===== src/rtl/adder_share_pkg.sv =====
// Shared types and defaults for the adder-sharing arbiter and its round-robin picker.
package adder_share_pkg;

   typedef enum logic [1:0] {
      IDLE = 2'd0,
      CALC = 2'd1,
      HOLD = 2'd2
   } state_e;

   localparam int DEF_N    = 32;
   localparam int DEF_NREQ = 4;

   // Low bit of requester idx's operand inside a packed NREQ*width bus
   function automatic int slice_lo(input int idx, input int width);
      return idx * width;
   endfunction

endpackage


===== src/rtl/adder_share_arbiter_rr_picker.sv =====
// Combinational round-robin picker: first asserted request at or after ptr, wrapping,
// reported both one-hot and as a binary index.
module rr_picker #(
   parameter int  NREQ = 4,
   localparam int IDW  = $clog2(NREQ)
) (
   input  logic [NREQ-1:0] req,
   input  logic [IDW-1:0]  ptr,
   input  logic            en,
   output logic [NREQ-1:0] gnt,
   output logic [IDW-1:0]  gnt_idx
);

   logic [IDW-1:0] cand_s;
   logic           hit_s;
   logic           found_s;

   // Walk the candidates in priority order; the first hit wins and masks the rest
   always_comb begin
      gnt     = {NREQ{1'b0}};
      gnt_idx = {IDW{1'b0}};
      cand_s  = {IDW{1'b0}};
      hit_s   = 1'b0;
      found_s = 1'b0;
      for (int k = 0; k < NREQ; k++) begin
         cand_s       = IDW'((int'(ptr) + k) % NREQ);
         hit_s        = en & ~found_s & req[cand_s];
         gnt[cand_s]  = gnt[cand_s] | hit_s;
         gnt_idx      = hit_s ? cand_s : gnt_idx;
         found_s      = found_s | hit_s;
      end
   end

endmodule


===== src/rtl/adder_share_arbiter.sv =====
// Time-shares one external adder among NREQ valid/ready requesters with round-robin
// arbitration and returns each result on a single ID-tagged response channel.
module adder_share_arbiter
   import adder_share_pkg::*;
#(
   parameter int  N    = DEF_N,
   parameter int  NREQ = DEF_NREQ,
   localparam int IDW  = $clog2(NREQ)
) (
   input  logic              clk,
   input  logic              rst_n,
   input  logic [NREQ-1:0]   req_valid,
   output logic [NREQ-1:0]   req_ready,
   input  logic [NREQ*N-1:0] req_a,
   input  logic [NREQ*N-1:0] req_b,
   output logic [N-1:0]      add_a,
   output logic [N-1:0]      add_b,
   input  logic [N-1:0]      add_sum,
   input  logic              add_cout,
   input  logic              add_ovf,
   output logic              rsp_valid,
   input  logic              rsp_ready,
   output logic [IDW-1:0]    rsp_id,
   output logic [N-1:0]      rsp_sum,
   output logic              rsp_cout,
   output logic              rsp_overflow,
   output logic              busy
);

   state_e          state_r;
   state_e          state_nxt_s;
   logic [IDW-1:0]  ptr_r;
   logic [IDW-1:0]  id_r;
   logic [IDW-1:0]  gnt_idx_s;
   logic [NREQ-1:0] gnt_s;
   logic            win_s;
   logic            accept_s;
   logic [N-1:0]    sel_a_s;
   logic [N-1:0]    sel_b_s;

   rr_picker #(.NREQ(NREQ)) u_picker (
      .req     (req_valid),
      .ptr     (ptr_r),
      .en      (win_s),
      .gnt     (gnt_s),
      .gnt_idx (gnt_idx_s)
   );

   // Accept window: idle, or the held result is being consumed this cycle
   always_comb begin
      win_s = (state_r == IDLE) | ((state_r == HOLD) & rsp_ready);
   end

   // State register; busy is registered from the next state so it tracks state != IDLE
   always_ff @(posedge clk) begin
      if (!rst_n) begin
         state_r <= IDLE;
         busy    <= 1'b0;
      end else begin
         state_r <= state_nxt_s;
         busy    <= (state_nxt_s != IDLE);
      end
   end

   // Next-state logic
   always_comb begin
      state_nxt_s = state_r;
      case (state_r)
         IDLE: begin
            if (accept_s) state_nxt_s = CALC;
            else          state_nxt_s = IDLE;
         end
         CALC: state_nxt_s = HOLD;
         HOLD: begin
            if (rsp_ready && accept_s) state_nxt_s = CALC;
            else if (rsp_ready)        state_nxt_s = IDLE;
            else                       state_nxt_s = HOLD;
         end
         default: state_nxt_s = IDLE;
      endcase
   end

   // Handshake outputs; the picker is disabled outside the window so gnt is already gated
   always_comb begin
      req_ready = gnt_s;
      accept_s  = |(req_valid & gnt_s);
   end

   // One-hot operand mux over the packed request buses
   always_comb begin
      sel_a_s = {N{1'b0}};
      sel_b_s = {N{1'b0}};
      for (int i = 0; i < NREQ; i++) begin
         sel_a_s = sel_a_s | (req_a[slice_lo(i, N) +: N] & {N{gnt_s[i]}});
         sel_b_s = sel_b_s | (req_b[slice_lo(i, N) +: N] & {N{gnt_s[i]}});
      end
   end

   // Operand, owner and pointer registers; all hold between accepts
   always_ff @(posedge clk) begin
      if (!rst_n) begin
         add_a <= {N{1'b0}};
         add_b <= {N{1'b0}};
         id_r  <= {IDW{1'b0}};
         ptr_r <= {IDW{1'b0}};
      end else if (accept_s) begin
         add_a <= sel_a_s;
         add_b <= sel_b_s;
         id_r  <= gnt_idx_s;
         ptr_r <= (gnt_idx_s == IDW'(NREQ - 1)) ? {IDW{1'b0}} : gnt_idx_s + IDW'(1'b1);
      end else begin
         add_a <= add_a;
         add_b <= add_b;
         id_r  <= id_r;
         ptr_r <= ptr_r;
      end
   end

   // Response registers: capture in CALC, retire on a consumed HOLD with nothing new behind it
   always_ff @(posedge clk) begin
      if (!rst_n) begin
         rsp_valid    <= 1'b0;
         rsp_id       <= {IDW{1'b0}};
         rsp_sum      <= {N{1'b0}};
         rsp_cout     <= 1'b0;
         rsp_overflow <= 1'b0;
      end else begin
         case (state_r)
            CALC: begin
               rsp_valid    <= 1'b1;
               rsp_id       <= id_r;
               rsp_sum      <= add_sum;
               rsp_cout     <= add_cout;
               rsp_overflow <= add_ovf;
            end
            HOLD: begin
               if (rsp_ready && !accept_s) rsp_valid <= 1'b0;
               else                        rsp_valid <= rsp_valid;
            end
            default: rsp_valid <= rsp_valid;
         endcase
      end
   end

endmodule


===== config.mk =====
export PLATFORM = sky130hd
export DESIGN_NAME = adder_share_arbiter
export DESIGN_NICKNAME = d
export VERILOG_FILES = /design/src/rtl/adder_share_pkg.sv /design/src/rtl/adder_share_arbiter_rr_picker.sv /design/src/rtl/adder_share_arbiter.sv
export SDC_FILE = /design/constraint.sdc
export NUM_CORES = 1
export LEC_CHECK = 0
export BUFFER_PORTS_ARGS = -buffer_cell sky130_fd_sc_hd__buf_4
export CORE_AREA = 2 2 158 160
export CTS_BUF_LIST = sky130_fd_sc_hd__clkbuf_8
export DETAILED_ROUTE_END_ITERATION = 8
export DIE_AREA = 0 0 160 162
export PLACE_DENSITY = 0.59
export SKIP_CTS_REPAIR_TIMING = 1
export SYNTH_ARGS = -nofsm -noshare
export SYNTH_HDL_FRONTEND = slang
export SYNTH_HIERARCHICAL = 1
export SYNTH_SLANG_ARGS = --single-unit

===== constraint.sdc =====
create_clock -name clk -period 5.1 [get_ports clk]
set_clock_uncertainty 0.05 [all_clocks]
set_input_delay 1.02 -clock clk [delete_from_list [all_inputs] [get_ports clk]]
set_output_delay 1.02 -clock clk [all_outputs]
set_load 0.02 [all_outputs]

==> Word level (Yosys, flattened, before mapping) <==
Cells that the tools add are included.
{ "word_totals": {"reg_bits": 108, "in_bits": 297, "out_inout_bits": 106} }
{ "op_classes": {"addsub": 4, "order_cmp": 8, "n_eq_ne": 4, "n_mux": 38, "bitwise_logic": 34, "reduce_logical": 12} }
{ "op_table": {"columns": ["cell", "count"], "rows": [
  ["32-bit bitwise AND", 8],
  ["32-bit bitwise OR", 6],
  ["1-bit binary-select mux with 2-bit select", 8],
  ["1-bit 2-to-1 mux", 14],
  ["2-bit 2-to-1 mux", 7],
  ["4-bit bitwise mux", 3],
  ["2-bit by 3-bit less-than comparator with 1-bit output (second input constant)", 4],
  ["1-bit bitwise AND", 8],
  ["4-bit bitwise AND", 2],
  ["1-bit demux with 2-bit select", 4],
  ["2-bit by 1-bit greater-or-equal comparator with 1-bit output (second input constant)", 4],
  ["1-bit bitwise OR", 7],
  ["1-bit logical AND", 6],
  ["2-bit one-hot mux with 3 select lines", 1],
  ["2-bit by 1-bit adder with 2-bit output (second input constant)", 2],
  ["2-bit adder (second input constant)", 2],
  ["2-bit equality test (second input constant)", 2],
  ["2-bit nonzero test", 2],
  ["4-bit OR reduction", 1],
  ["1-bit inverter", 3],
  ["2-bit by 1-bit equality test with 1-bit output (second input constant)", 1],
  ["2-bit zero test", 1],
  ["2-bit by 1-bit inequality test with 1-bit output (second input constant)", 1],
  ["1-bit one-hot mux with 2 select lines", 1],
  ["2 further kinds", 2]
]} }

==> Longest topological paths before layout <==
Gate-level depths: netlist of the first run.
{ "logic_depth": {"word_depth": 24, "ltp_mapped": 15, "depth_no_buf": 12} }

==> Cells and area by module <==
Netlist of the first run, hierarchy kept.
{ "modules_own_cells": {"columns": ["mod", "n_inst", "cells_each", "area_each_um2", "seq_area_each_um2"], "rows": [
  ["adder_share_arbiter", 1, 570, 5106.1, 2162.1],
  ["rr_picker", 1, 108, 858.3, 0.0]
]} }

==> Worst setup path before layout of the first run <==
Ideal clock, no wire load.
{ "synth_path": {"path_type": "input-to-output", "from": "input port req_valid[3]", "to": "output port req_ready[3]", "arrival_ps": 3005, "path_slack_ps": 1025, "cell_stages": 7, "path_buffers": 1, "path_cell_list": "mux4_2 -> buf_6 -> mux2_4 -> o22ai_1 -> o311ai_2 -> nand2_1 -> o22ai_1"} }
{ "synth_between": {"elab_chain_cells": 17, "word_cells_on_any_way": 34, "classes_between": "mux: 17; bitwise: 17"} }
{ "synth_rtl": {"columns": ["element", "line_no", "rtl"], "rows": [
  ["from (decl)", "adder_share_arbiter.sv:12", "input logic [NREQ-1:0] req_valid,"],
  ["1-bit binary-select mux with 2-bit select", "adder_share_arbiter_rr_picker.sv:27", "hit_s = en & ~found_s & req[cand_s];"],
  ["1-bit 2-to-1 mux (implied by the code)", "adder_share_arbiter_rr_picker.sv:27", null],
  ["1-bit bitwise AND", "adder_share_arbiter_rr_picker.sv:27", null],
  ["1-bit bitwise OR", "adder_share_arbiter_rr_picker.sv:28", "gnt[cand_s] = gnt[cand_s] | hit_s;"],
  ["4-bit bitwise AND (no line)", null, null],
  ["1-bit binary-select mux with 2-bit select", "adder_share_arbiter_rr_picker.sv:28", null],
  ["1-bit 2-to-1 mux (implied by the code)", "adder_share_arbiter_rr_picker.sv:28", null],
  ["1-bit bitwise OR", "adder_share_arbiter_rr_picker.sv:28", null],
  ["4-bit bitwise mux", "adder_share_arbiter_rr_picker.sv:28", null],
  ["1-bit binary-select mux with 2-bit select", "adder_share_arbiter_rr_picker.sv:28", null],
  ["1-bit 2-to-1 mux (implied by the code)", "adder_share_arbiter_rr_picker.sv:28", null],
  ["1-bit bitwise OR", "adder_share_arbiter_rr_picker.sv:28", null],
  ["4-bit bitwise mux", "adder_share_arbiter_rr_picker.sv:28", null],
  ["1-bit binary-select mux with 2-bit select", "adder_share_arbiter_rr_picker.sv:28", null],
  ["1-bit 2-to-1 mux (implied by the code)", "adder_share_arbiter_rr_picker.sv:28", null],
  ["1-bit bitwise OR", "adder_share_arbiter_rr_picker.sv:28", null],
  ["4-bit bitwise mux *", "adder_share_arbiter_rr_picker.sv:28", null],
  ["to (decl)", "adder_share_arbiter.sv:13", "output logic [NREQ-1:0] req_ready,"]
]} }
Every way passes the cells marked *; elsewhere a longest branch is shown, timed or not. The select of a mux whose other input is x is not followed.

==> Worst setup path in the final report of the first run <==
{ "layout_path": {"from": "register ptr_r[0]", "to": "output port req_ready[3]"} }
{ "layout_between": {"elab_chain_cells": 17, "word_cells_on_any_way": 59, "classes_between": "add/sub: 3; order compare: 8; mux: 27; bitwise: 17; reduce/logical: 4"} }
{ "layout_rtl": {"columns": ["element", "line_no", "rtl"], "rows": [
  ["from (decl)", "adder_share_arbiter.sv:32", "logic [IDW-1:0] ptr_r;"],
  ["from (signal assigned)", "adder_share_arbiter.sv:105", "ptr_r <= {IDW{1'b0}};"],
  ["from (signal assigned)", "adder_share_arbiter.sv:110", "ptr_r <= (gnt_idx_s == IDW'(NREQ - 1)) ? {IDW{1'b0}} : gnt_idx_s + IDW'(1'b1);"],
  ["from (signal assigned)", "adder_share_arbiter.sv:115", "ptr_r <= ptr_r;"],
  ["2-bit by 3-bit less-than comparator with 1-bit output (implied by the code), or another cell as far along", "adder_share_arbiter_rr_picker.sv:28", null],
  ["1-bit logical AND (implied by the code) or 1-bit 2-to-1 mux (tied branches)", "adder_share_arbiter_rr_picker.sv:28, adder_share_arbiter_rr_picker.sv:27", null],
  ["1-bit 2-to-1 mux (implied by the code) or 1-bit bitwise AND (tied branches)", "adder_share_arbiter_rr_picker.sv:28, adder_share_arbiter_rr_picker.sv:27", null],
  ["1-bit demux with 2-bit select or 1-bit bitwise OR (tied branches)", null, null],
  ["4-bit bitwise AND (no line)", null, null],
  ["1-bit binary-select mux with 2-bit select", "adder_share_arbiter_rr_picker.sv:28", null],
  ["1-bit 2-to-1 mux (implied by the code)", "adder_share_arbiter_rr_picker.sv:28", null],
  ["1-bit bitwise OR", "adder_share_arbiter_rr_picker.sv:28", null],
  ["4-bit bitwise mux", "adder_share_arbiter_rr_picker.sv:28", null],
  ["1-bit binary-select mux with 2-bit select", "adder_share_arbiter_rr_picker.sv:28", null],
  ["1-bit 2-to-1 mux (implied by the code)", "adder_share_arbiter_rr_picker.sv:28", null],
  ["1-bit bitwise OR", "adder_share_arbiter_rr_picker.sv:28", null],
  ["4-bit bitwise mux", "adder_share_arbiter_rr_picker.sv:28", null],
  ["1-bit binary-select mux with 2-bit select", "adder_share_arbiter_rr_picker.sv:28", null],
  ["1-bit 2-to-1 mux (implied by the code)", "adder_share_arbiter_rr_picker.sv:28", null],
  ["1-bit bitwise OR", "adder_share_arbiter_rr_picker.sv:28", null],
  ["4-bit bitwise mux *", "adder_share_arbiter_rr_picker.sv:28", null]
]} }
Marks and branches as above.

==> results of run 1 <==
## area by class of cell
class | instances | area, µm² | area share
Sequential cell | 108 | 2162 | 0.2313
Timing Repair Buffer | 422 | 3168 | 0.3389
Clock inverter | 7 | 73.82 | 0.007896
Tap cell | 324 | 405.4 | 0.04336
Multi-Input combinational cell | 483 | 3385 | 0.3620
Clock buffer | 9 | 123.9 | 0.01325
Inverter | 8 | 31.28 | 0.003346
## registers in the layout, indices dropped and copies added (netlist names)
| name | flops |
|---|---|
| rsp_overflow | 1 |
| add_a | 32 |
| state_r | 2 |
| rsp_sum | 32 |
| ptr_r | 2 |
| id_r | 2 |
| add_b | 32 |
| rsp_cout | 1 |
| rsp_id | 2 |
| busy | 1 |
| rsp_valid | 1 |
## cell families (layout without fill, tap and decap cells)
| family | after synthesis | after routing | synth area share |
|---|---|---|---|
| compound gates | 285 | 285 | 0.3724 |
| flops | 108 | 108 | 0.3625 |
| fa+ha+maj | 6 | 6 | 0.01259 |
| buf+inv | 87 | 446 | 0.07971 |
| mux | 9 | 9 | 0.02286 |
| simple gates | 183 | 183 | 0.1500 |
## report_power, final
group          internal [mW]  switching, mW
clock network          0.231          0.322
logic                   1.98           3.30
registers               1.12          0.139
## placed cells by master (no fill, tap or decap), types with 2 or more instances in the layout
| cell | netlist | final |
|---|---|---|
| a311oi_2 | 8 | 8 |
| a22oi_4 | 2 | 2 |
| or3b_2 | 2 | 2 |
| o21ai_0 | 8 | 8 |
| mux4_2 | 3 | 3 |
| mux2_2 | 2 | 2 |
| mux2i_1 | 2 | 2 |
| dfxtp_1 | 108 | 108 |
| a22oi_1 | 132 | 132 |
| buf_4 | 9 | 422 |
| nand3b_1 | 5 | 5 |
| nand3_1 | 5 | 5 |
| inv_6 | 0 | 2 |
| clkinv_4 | 0 | 2 |
| a211oi_1 | 3 | 3 |
| clkinv_2 | 0 | 2 |
| nor2_1 | 2 | 2 |
| nor3_1 | 69 | 69 |
| a311oi_1 | 57 | 57 |
| o22ai_4 | 0 | 4 |
| a21oi_1 | 49 | 49 |
| nand2b_1 | 3 | 3 |
| clkbuf_8 | 0 | 9 |
| nand2_1 | 80 | 80 |
| nor2b_1 | 5 | 4 |
| o22ai_1 | 8 | 4 |
| inv_1 | 6 | 7 |
| ha_1 | 6 | 6 |
## metal layers
metal  part of all wire  up-vias  track usage
met5                  0        -            0
met4              0.012        0      0.03890
met3              0.080       21      0.05388
met2               0.51      299       0.3440
met1               0.40     3362       0.2322
li1                   -     3373            -
## worst max-delay path, delay by kind of cell, from the launching register on
| family | cells | cell delay (ps) |
|---|---|---|
| flops | 1 | 510 |
| mux | 2 | 880 |
| buf+inv | 2 | 430 |
| fa+ha+maj | 1 | 510 |
| simple gates | 2 | 290 |
| compound gates | 2 | 770 |
## per-stage QoR
stage / util / worst slack [ps] / instance area [µm²] / hold WS (ps)
after floorplan: - / 1025 / 5964 / 382.1
after global placement: 0.3796 / 544.1 / 9151 / 393.4
after detailed placement: 0.3796 / 509.9 / 9151 / 398.7
after CTS: 0.3878 / 227.6 / 9349 / 414.3
after global routing: 0.3878 / 25.60 / 9349 / 433.9
final: 0.3878 / 275.0 / 9349 / 410.5
## how the worst max path moves through the flow
stage / depth (start not counted) / from / endpoint
2_1_floorplan: 7 / req_valid[3] / req_ready[3]
3_3_place_gp: 8 / req_valid[3] / req_ready[3]
3_5_place_dp: 12 / req_valid[3] / add_a[26]
4_1_cts: 9 / ptr_r[0] / req_ready[3]
5_1_grt: 9 / ptr_r[0] / req_ready[3]
6_report: 9 / ptr_r[0] / req_ready[3]
==> reports/qor.yml, run 1 <==
global_routing:
  grt_pass1_vias: 6703
  grt_overflow: 0
  grt_pass1_wl_um: 39640
  antenna_found_initial: 0
  grt_usage: 0.1927
  grt_max_degree: 69
clocking:
  clock_tree.root_cell: "clkbuf_8"
  cts.sinks: 108
  htreeDepth: 3
  max-clock-path-buffers: 2
  clkLatencyLatePin_ps: 370
  cts_buffers: 9
  path_clk_slew_ps: 110
  cts_tree: "yes"
setup_path:
  r2r_cells: 13
  critical_path_class: "register to output port"
  cp_slowest_cell: "mux4_2"
  cp-end-kind: "output port"
  regToRegEndpoint: "add_b[16]"
  regToRegStartpoint: "ptr_r[0]"
  cp-start-kind: "register"
  arrival_ps: 3760
  crit_chain: "inv_1, ha_1, mux4_2, mux2_4, nand3_1, nand4_2, a211oi_4, o22ai_4, buf_4"
  max_stage_delay_ps: 540
  r2r_slack_ps: 660
  crit_required_ps: 4030
  cp_max_fo: 13
placed_design:
  io_buffers: 402
  dp.cells: 1345
  gp_congestion: 0.8491
  hpwlAfterDp_um: 19420
pwr:
  peakVddDrop_v: 0.0004106
  finalPower_mw: 7.091
  power_density_mw_per_mm2: 758.5
  p_leak_nw: 3.895
min_path:
  whs_path_depth: 2
  whs_endpoint: "rsp_sum[17]"
  min-delay-start: "rsp_sum[17]"
  hold_class: "register to register"
floorplanning:
  start_util: 0.2474
  fp.dieArea_mm2: 0.02592
  coreArea_mm2: 0.02411
  boundaryPins: 403
  die_w_um: 160
  fp.dieH_um: 162
  fp-row-count: 57
cells_and_area:
  final_cells: 1361
  areaGrowthSynthToFinish_pct: 56.74
  nets: 1335
  layout-drive-gt1-share: 0.4590
  fillCellCount: 2517
  n_antenna_cell: 0
sta:
  final.setup.tns_ps: 0
  timing_hold_violations_final: 0
  period_needed_ps: 4825
  worst_pin_slew_ps: 835.1
  slew-limit-headroom: 0.4433
  finalSetupViolations: 0
  slew_violations: 0
  fin_crit_sh: 0.9461
  rsz0062_at_grt: "false"
  fmax_ghz: 0.2073
logic_synthesis:
  synth.distinct_cells: 61
  synth_nets: 981
  synth_cells: 678
  yosysSeqAreaShare: 0.3625
  yosysTopAreaCell: "dfxtp_1"
  synth.top_cell.area_share: 0.3625
  syn_area_per_cell_um2: 8.797
  synth_edf_count: 0
  synth-seq-cells: 108
  synth_area_leaders: "dfxtp_1 36%, a22oi_1 17%, a311oi_1 8.4%, nor3_1 5.8%, nand2_1 5.0%"
  netlist_area_mm2: 0.005964
  synthFlopType: "dfxtp_1"
  postSynth.asyncResetShare: 0
  synth_warnings: 6
  synth.most_common_cell: "a22oi_1"
  ys_top_cells_by_count: "132 x a22oi_1, 108 x dfxtp_1, 80 x nand2_1"
detailed_routing:
  via_per_inst: 5.184
  route.detailed.drc: 0
  drt_iter0_drc: 440
  routed_wire_length_per_instance_um: 19.24
  first_pass_iters: 5
  wirelength_um: 26190
  antenna_left: 0
  vias: 7055
status:
  outcome: "finished clean"
job:
  drv_cap: 0
Note: power is estimated with default switching activity, not from simulation.
==> inputs of run 2 (changes only) <==
--- a/config.mk
+++ b/config.mk
@@ -6,13 +6,12 @@
 export NUM_CORES = 1
 export LEC_CHECK = 0
 export BUFFER_PORTS_ARGS = -buffer_cell sky130_fd_sc_hd__buf_4
-export CORE_AREA = 2 2 158 160
+export CORE_AREA = 2 2 155 157
 export CTS_BUF_LIST = sky130_fd_sc_hd__clkbuf_8
 export DETAILED_ROUTE_END_ITERATION = 8
-export DIE_AREA = 0 0 160 162
-export PLACE_DENSITY = 0.59
+export DIE_AREA = 0 0 157 159
+export PLACE_DENSITY = 0.65
 export SKIP_CTS_REPAIR_TIMING = 1
 export SYNTH_ARGS = -nofsm -noshare
 export SYNTH_HDL_FRONTEND = slang
-export SYNTH_HIERARCHICAL = 1
 export SYNTH_SLANG_ARGS = --single-unit
==> reports/qor.yml, run 2 <==
pwr:
  peakVddDrop_v: 0.0006693  # +63%
  p_leak_nw: 4.572  # +17%
  power_density_mw_per_mm2: 710.2  # -6.4%
floorplanning:
  start_util: 0.2968  # +0.04934
  die_w_um: 157  # -1.9%
  coreArea_mm2: 0.02319  # -3.8%
  fp.dieArea_mm2: 0.02496  # -3.7%
  fp.dieH_um: 159  # -1.9%
  boundaryPins: 403  # unchanged
  fp-row-count: 56  # -1.8%
clocking:
  htreeDepth: 3  # unchanged
  cts.sinks: 108  # unchanged
  path_clk_slew_ps: 100  # about the same
  clock_tree.root_cell: "clkbuf_8"
  max-clock-path-buffers: 2  # unchanged
  cts_buffers: 9  # unchanged
  cts_tree: "yes"
  clkLatencyLatePin_ps: 380  # about the same
logic_synthesis:
  yosysTopAreaCell: "dfxtp_1"
  yosys.area_share.xor_xnor: 0.001272  # +0.001272
  syn_area_per_cell_um2: 7.682  # -13%
  synth.most_common_cell: "nand2_1"
  synth_fa_ha_area_frac: 0.007271  # -0.005315
  synth_area_leaders: "dfxtp_1 31%, o31a_1 16%, nand2_1 11%, a22o_1 8.0%, o21ai_0 5.2%"
  ys_top_cells_by_count: "209 x nand2_1, 126 x o31a_1, 108 x dfxtp_1"
  synth_top_family_by_area: "compound AO/OA/AOI/OAI gates"
  synthMuxAreaShare: 0.02472  # +0.001857
  synth_nets: 1197  # +22%
  synth_simple_gate_area_frac: 0.1914  # +0.04143
  synth_edf_count: 0  # unchanged
  netlist_area_mm2: 0.006883  # +15%
  synth.top_cell.area_share: 0.3141  # -0.04837
  postSynth.asyncResetShare: 0  # unchanged
  synth_cells: 896  # +32%
  synthFlopType: "dfxtp_1"
  synth_compound_area_frac: 0.3890  # +0.01667
  synth-seq-cells: 108  # unchanged
  synth_warnings: 0  # -6
  yosysSeqAreaShare: 0.3141  # -0.04837
  synth.distinct_cells: 54  # -11%
cells_and_area:
  mostFrequentLayoutCells: "425 x buf_4, 209 x nand2_1, 126 x o31a_1"
  fillCellCount: 2341  # -7.0%
  top_regs: "add_a x32, add_b x32, rsp_sum x32"
  nets: 1535  # +15%
  final_common_cell: "buf_4"
  multi_input_area_mm2: 0.004334  # +28%
  finalInstanceArea_mm2: 0.01035  # +11%
  final_cells: 1562  # +15%
  seq_area_mm2: 0.002162  # unchanged
  layout-drive-gt1-share: 0.3801  # -0.07887
  areaGrowthSynthToFinish_pct: 50.43
setup_path:
  max_stage_delay_ps: 560  # +20 ps
  cp_top_family: "compound AO/OA/AOI/OAI gates"
  cp.depth: 11  # +2
  cp_max_fo: 11  # -2
  r2r_slack_ps: 730  # +70 ps
  cp-end-kind: "output port"
  cp-start-kind: "register"
  cp_slowest_cell: "ha_1"
  crit_required_ps: 4030  # about the same
  arrival_ps: 3720  # -40 ps
  critical_path_class: "register to output port"
  r2r_cells: 13  # unchanged
  crit_chain: "inv_1, buf_4, ha_1, mux4_2, a221oi_1, mux2i_1, a22oi_1, o211a_1, a221oi_4, or2_2, buf_4"
  crit_top_cell: "buf_4"
  regToRegEndpoint: "add_b[23]"
  crit_buf_inv: 3  # +1
placed_design:
  dp.cells: 1542  # +15%
  gp_congestion: 0.8783  # +3.4%
  placed_area_mm2: 0.01015  # +11%
  io_buffers: 402  # unchanged
  preCtsSetupSlack_ps: 575.9  # +66.01 ps
  hpwlAfterDp_um: 22570  # +16%
sta:
  fin_ws_ps: 308.1  # +33.09 ps
  slew_violations: 0  # unchanged
  fin_crit_sh: 0.9396  # -0.006489
  worst_pin_slew_ps: 835.3  # +0.2223 ps
  final.setup.tns_ps: 0  # unchanged
  fmax_ghz: 0.2087  # +0.69%
  finalSetupViolations: 0  # unchanged
  rsz0062_at_grt: "false"
  slew-limit-headroom: 0.4431  # about the same
  timing_hold_violations_final: 0  # unchanged
  period_needed_ps: 4792  # -33.09 ps
global_routing:
  grt_max_degree: 70  # +1.4%
  grt_pass1_vias: 8124  # +21%
  grt_pass1_wl_um: 46110  # +16%
  antenna_found_initial: 4  # +4
  grt_overflow: 0  # unchanged
  grt_usage: 0.2379  # +0.04525
min_path:
  whs_path_depth: 2  # unchanged
  min-delay-start: "rsp_sum[1]"
  whs_endpoint: "rsp_sum[1]"
  hold_class: "register to register"
detailed_routing:
  drt_iter0_drc: 581  # +32%
  wirelength_um: 30850  # +18%
  vias: 8275  # +17%
  first_pass_iters: 5  # unchanged
  route.detailed.drc: 0  # unchanged
  antenna_left: 0  # unchanged
  via_per_inst: 5.298  # +2.2%
  routed_wire_length_per_instance_um: 19.75  # +2.6%
status:
  outcome: "finished clean"
job:
  drv_cap: 0  # unchanged
run 2: cell count changes in the layout (fill, tap and decap cells not counted), sizes merged, moves of 9 or more:
cell	delta
a221oi	+9
a22o	+61
a22oi	-129
a311oi	-62
nand2	+128
nand3	+61
nor3	-65
o21ai	+64
o31a	+126
run 2: final cells by class:
cell class	count	share of cell area
clock inverter	7	0.007009
timing repair buffer	426	0.3101
inverter	11	0.003988
multi-input combinational	678	0.4186
clock buffer	9	0.01196
tap	319	0.03855
sequential	108	0.2088
antenna	4	0.0009668
run 2: worst max path at each step:
stage	startpoint	endpoint	slack, ps
after floorplan	req_valid[2]	req_ready[3]	390
after global placement	req_valid[3]	req_ready[3]	590
after detailed placement	req_valid[3]	req_ready[2]	580
after CTS	register	req_ready[2]	300
after global routing	register	req_ready[0]	110
final	register	req_ready[2]	310
run 2: cell families (layout without fill, tap and decap cells):
logic type	Yosys count	in the layout
and+or+nand+nor	310	310
buffers and inverters	110	453
xor gates and xnor gates	1	1
DFF	108	108
other	0	4
AOI/OAI and AO/OA	353	353
adders and majority gates	4	4
muxes	10	10
run 2: tightest hold or removal path: stages (launching register included):
cell and delay (ps):
dfxtp_1 320, nand2_1 50, a21oi_1 50
run 2: stage by stage:
stage	hold slack, ps	util	total power, mW
after floorplan	382.1	-	5.106
after global placement	392.4	0.4375	6.806
after detailed placement	397.3	0.4375	6.846
after CTS	411.9	0.4460	7.420
after global routing	433.4	0.4461	7.905
final	411.1	0.4464	7.353
run 2: metal layers:
layer  GRT usage  wire [µm]  share of wire  vias to the layer above
met5           0          0              0                        -
met4     0.07089        699          0.023                        0
met3     0.06505       2662          0.086                       36
met2      0.4286      15450           0.50                      367
met1      0.2714      12030           0.39                     3871
li1            -          -              -                     4001
run 2: power breakdown:
group / total [mW] / switching [mW] / internal (mW) / leakage [nW]
Clock: 0.555 / 0.326 / 0.230 / 0.0960
Combinational: 5.52 / 3.33 / 2.19 / 3.58
Sequential: 1.28 / 0.144 / 1.13 / 0.891
==> inputs of run 3 (changes only) <==
--- a/config.mk
+++ b/config.mk
@@ -5,13 +5,14 @@
 export SDC_FILE = /design/constraint.sdc
 export NUM_CORES = 1
 export LEC_CHECK = 0
-export BUFFER_PORTS_ARGS = -buffer_cell sky130_fd_sc_hd__buf_4
-export CORE_AREA = 2 2 155 157
+export CORE_AREA = 2 2 158 160
 export CTS_BUF_LIST = sky130_fd_sc_hd__clkbuf_8
 export DETAILED_ROUTE_END_ITERATION = 8
-export DIE_AREA = 0 0 157 159
-export PLACE_DENSITY = 0.65
+export DIE_AREA = 0 0 160 162
+export DONT_BUFFER_PORTS = 1
+export PLACE_DENSITY = 0.45
 export SKIP_CTS_REPAIR_TIMING = 1
 export SYNTH_ARGS = -nofsm -noshare
 export SYNTH_HDL_FRONTEND = slang
+export SYNTH_HIERARCHICAL = 1
 export SYNTH_SLANG_ARGS = --single-unit
==> reports/qor.yml, run 3 (synthesized netlist as in run 1, its figures left out) <==
sta:
  period_needed_ps: 4676  # -116.1 ps
  fin_ws_ps: 424.2  # +116.1 ps
  final.setup.tns_ps: 0  # unchanged
  timing_hold_violations_final: 0  # unchanged
  slew-limit-headroom: 0.1972  # -0.2460
  slew_violations: 0  # unchanged
  fin_crit_sh: 0.9168  # -0.02277
  fmax_ghz: 0.2139  # +2.5%
  rsz0062_at_grt: "false"
  finalSetupViolations: 0  # unchanged
  worst_pin_slew_ps: 1204  # +368.9 ps
cells_and_area:
  fillCellCount: 2659  # +14%
  mostFrequentLayoutCells: "132 x a22oi_1, 108 x dfxtp_1, 80 x nand2_1"
  areaGrowthSynthToFinish_pct: 6.650
  top_regs: "add_a x32, add_b x32, rsp_sum x32"
  multi_input_area_mm2: 0.003385  # -22%
  layout-drive-gt1-share: 0.1094  # -0.2708
  nets: 929  # -39%
  seq_area_mm2: 0.002162  # unchanged
  final_common_cell: "a22oi_1"
detailed_routing:
  routed_wire_length_per_instance_um: 25.29  # +28%
  route.detailed.drc: 0  # unchanged
  vias: 5659  # -32%
  first_pass_iters: 6  # +1
  via_per_inst: 5.889  # +11%
  wirelength_um: 24310  # -21%
  drt_iter0_drc: 498  # -14%
  antenna_left: 0  # unchanged
min_path:
  hold_class: "register to register"
  whs_path_depth: 2  # unchanged
  min-delay-start: "id_r[1]"
  whs_endpoint: "rsp_id[1]"
global_routing:
  antenna_found_initial: 6  # +2
  grt_pass1_wl_um: 35350  # -23%
  grt_pass1_vias: 5583  # -31%
  grt_overflow: 0  # unchanged
  grt_usage: 0.1772  # -0.06076
  grt_max_degree: 106  # +51%
floorplanning:
  start_util: 0.2474  # -0.04934
  fp-row-count: 57  # +1.8%
  fp.dieH_um: 162  # +1.9%
  fp.dieArea_mm2: 0.02592  # +3.8%
  coreArea_mm2: 0.02411  # +3.9%
  die_w_um: 160  # +1.9%
  boundaryPins: 403  # unchanged
placed_design:
  hpwlAfterDp_um: 17670  # -22%
  gp_congestion: 0.8547  # -2.7%
  io_buffers: 0  # -100%
  preCtsSetupSlack_ps: 763.7  # +187.8 ps
clocking:
  cts.sinks: 108  # unchanged
  cts_tree: "yes"
  htreeDepth: 3  # unchanged
  max-clock-path-buffers: 2  # unchanged
  clock_tree.root_cell: "clkbuf_8"
  path_clk_slew_ps: 100  # about the same
  clkLatencyLatePin_ps: 370  # about the same
  cts_buffers: 9  # unchanged
setup_path:
  arrival_ps: 3610  # -110 ps
  regToRegStartpoint: "ptr_r[0]"
  r2r_slack_ps: 810  # +80 ps
  cp-startpoint: "ptr_r[0]"
  critical_path_class: "register to output port"
  cp_max_fo: 31  # +20
  cp-start-kind: "register"
  cp-end-kind: "output port"
  r2r_cells: 12  # -1
  regToRegEndpoint: "add_b[2]"
  crit_required_ps: 4030  # about the same
pwr:
  peakVddDrop_v: 0.0003950  # -41%
  p_leak_nw: 1.911  # -58%
  power_density_mw_per_mm2: 1045  # +47%
job:
  drv_cap: 0  # unchanged
status:
  outcome: "finished clean"
run 3: changes by cell type in the layout (fill, tap and decap cells not counted), moves of 65 or more:
cell / before / now
o31a_1: 126 / 0
buf_4: 425 / 14
nor3_1: 4 / 69
nand2_1: 209 / 80
a22oi_1: 5 / 132
run 3: metrics by stage:
stage	hold WS (ps)	std cells	area, µm²	total power, mW	util
finish	423.0	961	6361	6.649	0.2639
global placement	398.3	939	6130	5.967	0.2543
global route	448.4	958	6354	7.195	0.2636
floorplan	382.1	678	5964	5.115	-
detailed placement	411.5	939	6130	6.113	0.2543
CTS	426.7	955	6346	6.724	0.2633
run 3: how the worst max path moves through the flow:
stage,endpoint,slack (ps),depth (start not counted)
2_1_floorplan,req_ready[3],1020,7
3_3_place_gp,add_b[23],860,9
3_5_place_dp,add_b[2],760,9
4_1_cts,req_ready[0],480,9
5_1_grt,req_ready[0],180,9
6_report,req_ready[0],420,9
run 3: power breakdown:
group | internal, mW | switching [mW]
logic | 1.57 | 2.90
clock network | 0.277 | 0.316
registers | 1.12 | 0.467
run 3: layout make-up:
type                            instances  area share
Multi-Input combinational cell        483      0.5321
Sequential cell                       108      0.3399
Tap cell                              324     0.06373
Timing Repair Buffer                   16     0.02282
Clock buffer                            9     0.01947
Clock inverter                          7     0.01456
Inverter                                8    0.005114
Antenna cell                            6    0.002360
run 3: worst max-delay path, cell delays in order (launching register included):
cell      delay [ps]
dfxtp_1          330
buf_4            300
ha_1             520
nor2b_1          130
mux2_1           330
a311oi_1         490
a32oi_4          160
a211oi_4         540
o22ai_4          170
buf_4            250
run 3: layer usage:
layer	up-vias	part of all wire	track usage
met5	-	0	0
met4	0	0.025	0.06224
met3	35	0.11	0.06895
met2	334	0.50	0.3125
met1	2729	0.37	0.1945
li1	2561	-	-
